<file path="src/rtl/mmu_arb_pkg.sv">
// Shared definitions for the two-requester MMU arbiter: FSM state encoding,
// requester identifiers and the round-robin grant helper.
package mmu_arb_pkg;

   typedef enum logic [1:0] {
      IDLE  = 2'd0,
      ISSUE = 2'd1,
      WAIT  = 2'd2,
      RESP  = 2'd3
   } arb_state_t;

   localparam logic REQ_CORE  = 1'b0;
   localparam logic REQ_ACCEL = 1'b1;

   // A lone request is granted directly; on a tie the requester that did not
   // hold the last grant wins.
   function automatic logic rr_pick(input logic req0, input logic req1, input logic last);
      if (req0 && req1) begin
         return ~last;
      end else if (req1) begin
         return REQ_ACCEL;
      end else begin
         return REQ_CORE;
      end
   endfunction

endpackage

</file>
<file path="src/rtl/mmu_xlate.sv">
// Combinational address translation: keeps the low PA_W bits as the physical
// address and flags any set bit above them as an out-of-range fault.
module mmu_xlate #(
   parameter int PA_W = 24
) (
   input  logic [31:0] addr,
   output logic [31:0] phys,
   output logic        fault
);

   localparam logic [31:0] PA_MASK = 32'hFFFF_FFFF >> (32 - PA_W);

   assign phys  = addr & PA_MASK;
   assign fault = |(addr & ~PA_MASK);

endmodule

</file>
<file path="src/rtl/mmu_arbiter.sv">
// Round-robin arbiter granting a DLX core (r0) and an accelerator (r1) access
// to one memory port, with address range checking and a bounded wait for the
// memory acknowledge.
module mmu_arbiter
   import mmu_arb_pkg::*;
#(
   parameter int TIMEOUT = 64,
   parameter int PA_W    = 24
) (
   input  logic        clk,
   input  logic        rst_n,
   input  logic        r0_req,
   input  logic        r0_we,
   input  logic [31:0] r0_addr,
   input  logic [31:0] r0_wdata,
   output logic        r0_ack,
   output logic        r0_err,
   output logic [31:0] r0_rdata,
   input  logic        r1_req,
   input  logic        r1_we,
   input  logic [31:0] r1_addr,
   input  logic [31:0] r1_wdata,
   output logic        r1_ack,
   output logic        r1_err,
   output logic [31:0] r1_rdata,
   output logic        mem_req,
   output logic        mem_we,
   output logic [31:0] mem_addr,
   output logic [31:0] mem_wdata,
   input  logic        mem_ack,
   input  logic [31:0] mem_rdata,
   output logic        busy,
   output logic        owner
);

   localparam int CNT_W = $clog2(TIMEOUT + 1);

   arb_state_t        state_q;
   arb_state_t        state_d;
   logic              owner_q;
   logic              we_q;
   logic [31:0]       addr_q;
   logic [31:0]       wdata_q;
   logic [31:0]       rdata_q;
   logic              err_q;
   logic [CNT_W-1:0]  cnt_q;

   logic              any_req;
   logic              grant;
   logic              timeout;
   logic [31:0]       phys_addr;
   logic              range_fault;

   assign any_req = r0_req | r1_req;
   assign grant   = rr_pick(r0_req, r1_req, owner_q);
   // The final WAIT cycle is the one in which the count would reach TIMEOUT.
   assign timeout = (cnt_q == CNT_W'(TIMEOUT - 1));

   mmu_xlate #(
      .PA_W (PA_W)
   ) u_xlate (
      .addr  (addr_q),
      .phys  (phys_addr),
      .fault (range_fault)
   );

   // FSM state register.
   always_ff @(posedge clk) begin
      if (!rst_n) begin
         state_q <= IDLE;
      end else begin
         state_q <= state_d;
      end
   end

   // Transaction context: grant owner, latched request, wait counter, result.
   always_ff @(posedge clk) begin
      if (!rst_n) begin
         owner_q <= REQ_ACCEL;
         we_q    <= 1'b0;
         addr_q  <= '0;
         wdata_q <= '0;
         rdata_q <= '0;
         err_q   <= 1'b0;
         cnt_q   <= '0;
      end else begin
         case (state_q)
            IDLE: begin
               if (any_req) begin
                  owner_q <= grant;
                  we_q    <= (grant == REQ_ACCEL) ? r1_we    : r0_we;
                  addr_q  <= (grant == REQ_ACCEL) ? r1_addr  : r0_addr;
                  wdata_q <= (grant == REQ_ACCEL) ? r1_wdata : r0_wdata;
                  err_q   <= 1'b0;
               end
            end
            ISSUE: begin
               cnt_q <= '0;
               err_q <= range_fault;
            end
            WAIT: begin
               cnt_q <= cnt_q + CNT_W'(1);
               // An acknowledge arriving with the timeout still completes normally.
               if (mem_ack) begin
                  rdata_q <= mem_rdata;
               end else if (timeout) begin
                  err_q <= 1'b1;
               end
            end
            default: begin
            end
         endcase
      end
   end

   // Next-state decode plus the memory request and requester completion pulses.
   always_comb begin
      state_d  = state_q;
      mem_req  = 1'b0;
      r0_ack   = 1'b0;
      r0_err   = 1'b0;
      r0_rdata = '0;
      r1_ack   = 1'b0;
      r1_err   = 1'b0;
      r1_rdata = '0;
      case (state_q)
         IDLE: begin
            if (any_req) begin
               state_d = ISSUE;
            end
         end
         ISSUE: begin
            // An out-of-range address never reaches memory.
            if (range_fault) begin
               state_d = RESP;
            end else begin
               mem_req = 1'b1;
               state_d = WAIT;
            end
         end
         WAIT: begin
            mem_req = 1'b1;
            if (mem_ack || timeout) begin
               state_d = RESP;
            end
         end
         RESP: begin
            state_d = IDLE;
            if (owner_q == REQ_CORE) begin
               r0_ack   = ~err_q;
               r0_err   = err_q;
               r0_rdata = err_q ? '0 : rdata_q;
            end else begin
               r1_ack   = ~err_q;
               r1_err   = err_q;
               r1_rdata = err_q ? '0 : rdata_q;
            end
         end
         default: begin
            state_d = IDLE;
         end
      endcase
   end

   assign mem_addr  = mem_req ? phys_addr : '0;
   assign mem_we    = mem_req & we_q;
   assign mem_wdata = mem_req ? wdata_q : '0;
   assign busy      = (state_q != IDLE);
   assign owner     = owner_q;

endmodule

</file>
<file path="config.mk">
export PLATFORM = sky130hd
export DESIGN_NAME = mmu_arbiter
export DESIGN_NICKNAME = d
export VERILOG_FILES = /design/src/rtl/mmu_arb_pkg.sv /design/src/rtl/mmu_xlate.sv /design/src/rtl/mmu_arbiter.sv
export SDC_FILE = /design/constraint.sdc
export NUM_CORES = 1
export LEC_CHECK = 0
export ABC_AREA = 1
export CORE_AREA = 2 2 116 118
export CTS_CLUSTER_DIAMETER = 100
export DETAILED_ROUTE_END_ITERATION = 16
export DIE_AREA = 0 0 118 120
export DONT_BUFFER_PORTS = 1
export PLACE_DENSITY_LB_ADDON = 0.1
export SLEW_MARGIN = 20
export SYNTH_ARGS = -nofsm -noshare
export SYNTH_HDL_FRONTEND = slang
export SYNTH_SLANG_ARGS = --single-unit
</file>
<file path="constraint.sdc">
create_clock -name clk -period 1.6 [get_ports clk]
set_input_delay 0.16 -clock clk [delete_from_list [all_inputs] [get_ports clk]]
set_output_delay 0.16 -clock clk [all_outputs]
set_load 0.02 [all_outputs]
</file>
==> run_results.csv <==
group,metric,value,unit
run_status,status,"finished, violations left",
run_status,violations,"negative hold slack, negative setup slack",
pwr,vdd_drop_max,0.000824,V
drt,first_pass_iters,5,
worst_setup_path,crit_required,1.44,ns
logic_synthesis,syn_avg_cell_area,7.12,µm²
global_routing,overflow,0,
clock_tree,htree_levels,3,
worst_setup_path,cp.arrival,1.80,ns
logic_synthesis,synth_seq_cells,108,
floorplan,die_y,120,µm
drt,vias_per_cell,5.54,
global_routing,grt_max_degree,105,
timing,finalHoldViolCount,8,
floorplan,core,13000,µm²
logic_synthesis,synthArstFlopShare,0,%
pwr,power,11400,µW
logic_synthesis,synth_compound_area_share,29.8,%
logic_synthesis,synthXorXnorAreaFrac,0,%
timing,fin_hold_ws,-0.0370,ns
pwr,pwr_density_cell,1290,nW/µm²
logic_synthesis,synth_cells,750,
worst_setup_path,crit_path_start,"state_q[1]",
drt,wirelength,20.4,mm
logic_synthesis,ys_types,27,
worst_setup_path,critical_path_class,"flip-flop to primary output",
global_routing,antenna_found_initial,0,
worst_setup_path,start_kind,"flip-flop",
drt,drtAntennaViolNets,0,
logic_synthesis,synthMuxAreaShare,0,%
timing,rsz0062_at_grt,"yes",
logic_synthesis,ys_warn_count,0,
floorplan,dieArea,14200,µm²
finish,final_util,68.1,%
logic_synthesis,yosysSeqAreaShare,40.5,%
finish,drive_gt1_share,26.4,%
drt,vias,6116,
logic_synthesis,synth_enable_flop_cells,0,
floorplan,top_level_ports,303,
logic_synthesis,synth.area.top_cells,"dfxtp_1, nand2_1, a31oi_1",
clock_tree,cts_buffers,9,
worst_hold_path,hp-class,"input pin to flip-flop",
timing,setup_ws,-0.357,ns
logic_synthesis,synth_ff_type,"dfxtp_1",
logic_synthesis,synth_top_cells_by_count,"nand2_1, dfxtp_1, nor2_1",
place,dpl_cell_area,6680,µm²
worst_setup_path,reg2reg_from,"state_q[1]",
logic_synthesis,synth_top_family_by_area,"compound AO/OA/AOI/OAI gates",
timing,finalCriticalPeriod,1.96,ns
global_routing,gr-usage-all-layers,23.4,%
global_routing,grt_pass1_wl,26.7,mm
logic_synthesis,syn-cell-area,5340,µm²
finish,syn2layout_area_growth,65.7,%
logic_synthesis,synth.most_common_cell,"nand2_1",
global_routing,grt_pass1_vias,5200,
place,port_buffers,0,
timing,fin_worst_skew,0.00905,ns
worst_setup_path,r2r_setup_slack,0.04,ns
timing,fin_crit_sh,122,%
clock_tree,clk_latency,0.35,ns
timing,max_freq,0.511,GHz
finish,final_nets,1095,
floorplan,die_w,118,µm
finish,diodes,0,
worst_setup_path,worstSetupEndpointType,"primary output",
clock_tree,cts_root_buf,"clkbuf_16",
place,gp_congestion,0.847,
drt,drcViolationCount,0,
finish,final_cell_area,8840,µm²
worst_setup_path,cp_max_fo,6,
floorplan,initial_core_util,41.1,%
clock_tree,clkTransAtPathRegs,0.07,ns
place,dp_cells,943,
logic_synthesis,synth_fa_ha_area_share,1.41,%
clock_tree,clockBufferDepth,2,
clock_tree,cts_tree,"yes",
floorplan,row_count,42,
clock_tree,cts_num_sinks,108,
worst_hold_path,min-delay-start,"rst_n",
place,dp_hpwl,11.6,mm
timing,drv_slew,0,
logic_synthesis,synth_top_area_share,40.5,%
finish,stdcell_count,1103,
run,drv_cap,0,
timing,setup_viol,123,
drt,routedWlPerCell,18.5,µm
pwr,p_leak,0.00331,µW
logic_synthesis,synthSimpleGateAreaFrac,17.6,%
logic_synthesis,yosysTopAreaCell,"dfxtp_1",
drt,drtIter0Drc,458,
area by class of cell:
cell class	instances	area (µm²)
clock buffer	13	270
clock inverter	3	20.0
fill	964	4140
inverter	50	200
multi-input combinational	527	3500
sequential	108	2170
tap	176	220
timing repair buffer	226	2460
path summary, 6_finish.rpt:
kind / depth (start not counted) / end
min reg2reg: 2 / rdata_q[0]
max reg2reg: 7 / addr_q[12]
max: 7 / mem_addr[4]
min: 2 / wdata_q[11]
placed cells by master (no fill, tap or decap), types with 36 or more instances in the layout:
master	netlist	layout
a21oi_1	39	39
a31oi_1	65	65
buf_4	10	67
dfxtp_1	108	105
dlygate4sd3_1	0	123
inv_1	49	42
nand2_1	152	148
nor2_1	81	36
nor2_4	0	42
o21ai_0	78	75
stage by stage:
stage | setup TNS (ns) | setup slack (ns)
final | -28.79 | -0.357
after global routing | -37.99 | -0.418
after CTS | -29.06 | -0.330
after detailed placement | -1.52 | -0.0568
after global placement | -0.713 | -0.0374
after floorplan | -0.859 | -0.0426
report_power, final:
part / internal [µW] / leakage (µW) / switching [µW]
Combinational: 2240 / 0.00228 / 2930
Sequential: 3580 / 0.000891 / 513
Clock: 1180 / 0.000138 / 980
Total: 7000 / 0.00331 / 4420
repair_timing:
action / in CTS / in global routing
pin swaps: 5 / 12
buffers inserted: 5 / 5
hold buffers: 9 / 116
endpoints found under the hold margin: 104 / 78
cloned: 6 / 4
setup endpoints to repair: 122 / 134
gates resized for setup: 34 / 36
state kept, by name (all words and copies together), names as in the netlist:
signal	count
addr_q	32
cnt_q	7
err_q	1
owner	1
rdata_q	32
state_q	2
wdata_q	32
we_q	1
worst max-delay path: stages, from the launching register on:
cell,delay (ns)
dfxtp_4,0.37
inv_4,0.05
ha_4,0.30
nand3_4,0.10
buf_12,0.17
clkbuf_16,0.16
a21boi_2,0.14
buf_4,0.16
per-layer routing:
layer	GRT usage (%)	vias to the layer above	wire, µm
li1	-	2844	-
met3	6.08	65	1550
met2	42.4	353	10400
met4	10.2	0	736
met5	0	-	0
met1	25.9	2854	7730
cell families after synthesis:
family | after synthesis
AOI/OAI and AO/OA | 269
adders and majority gates | 6
buffers and inverters | 122
DFF | 108
other | 1
and+or+nand+nor | 244
(Power assumes the default switching activity.)
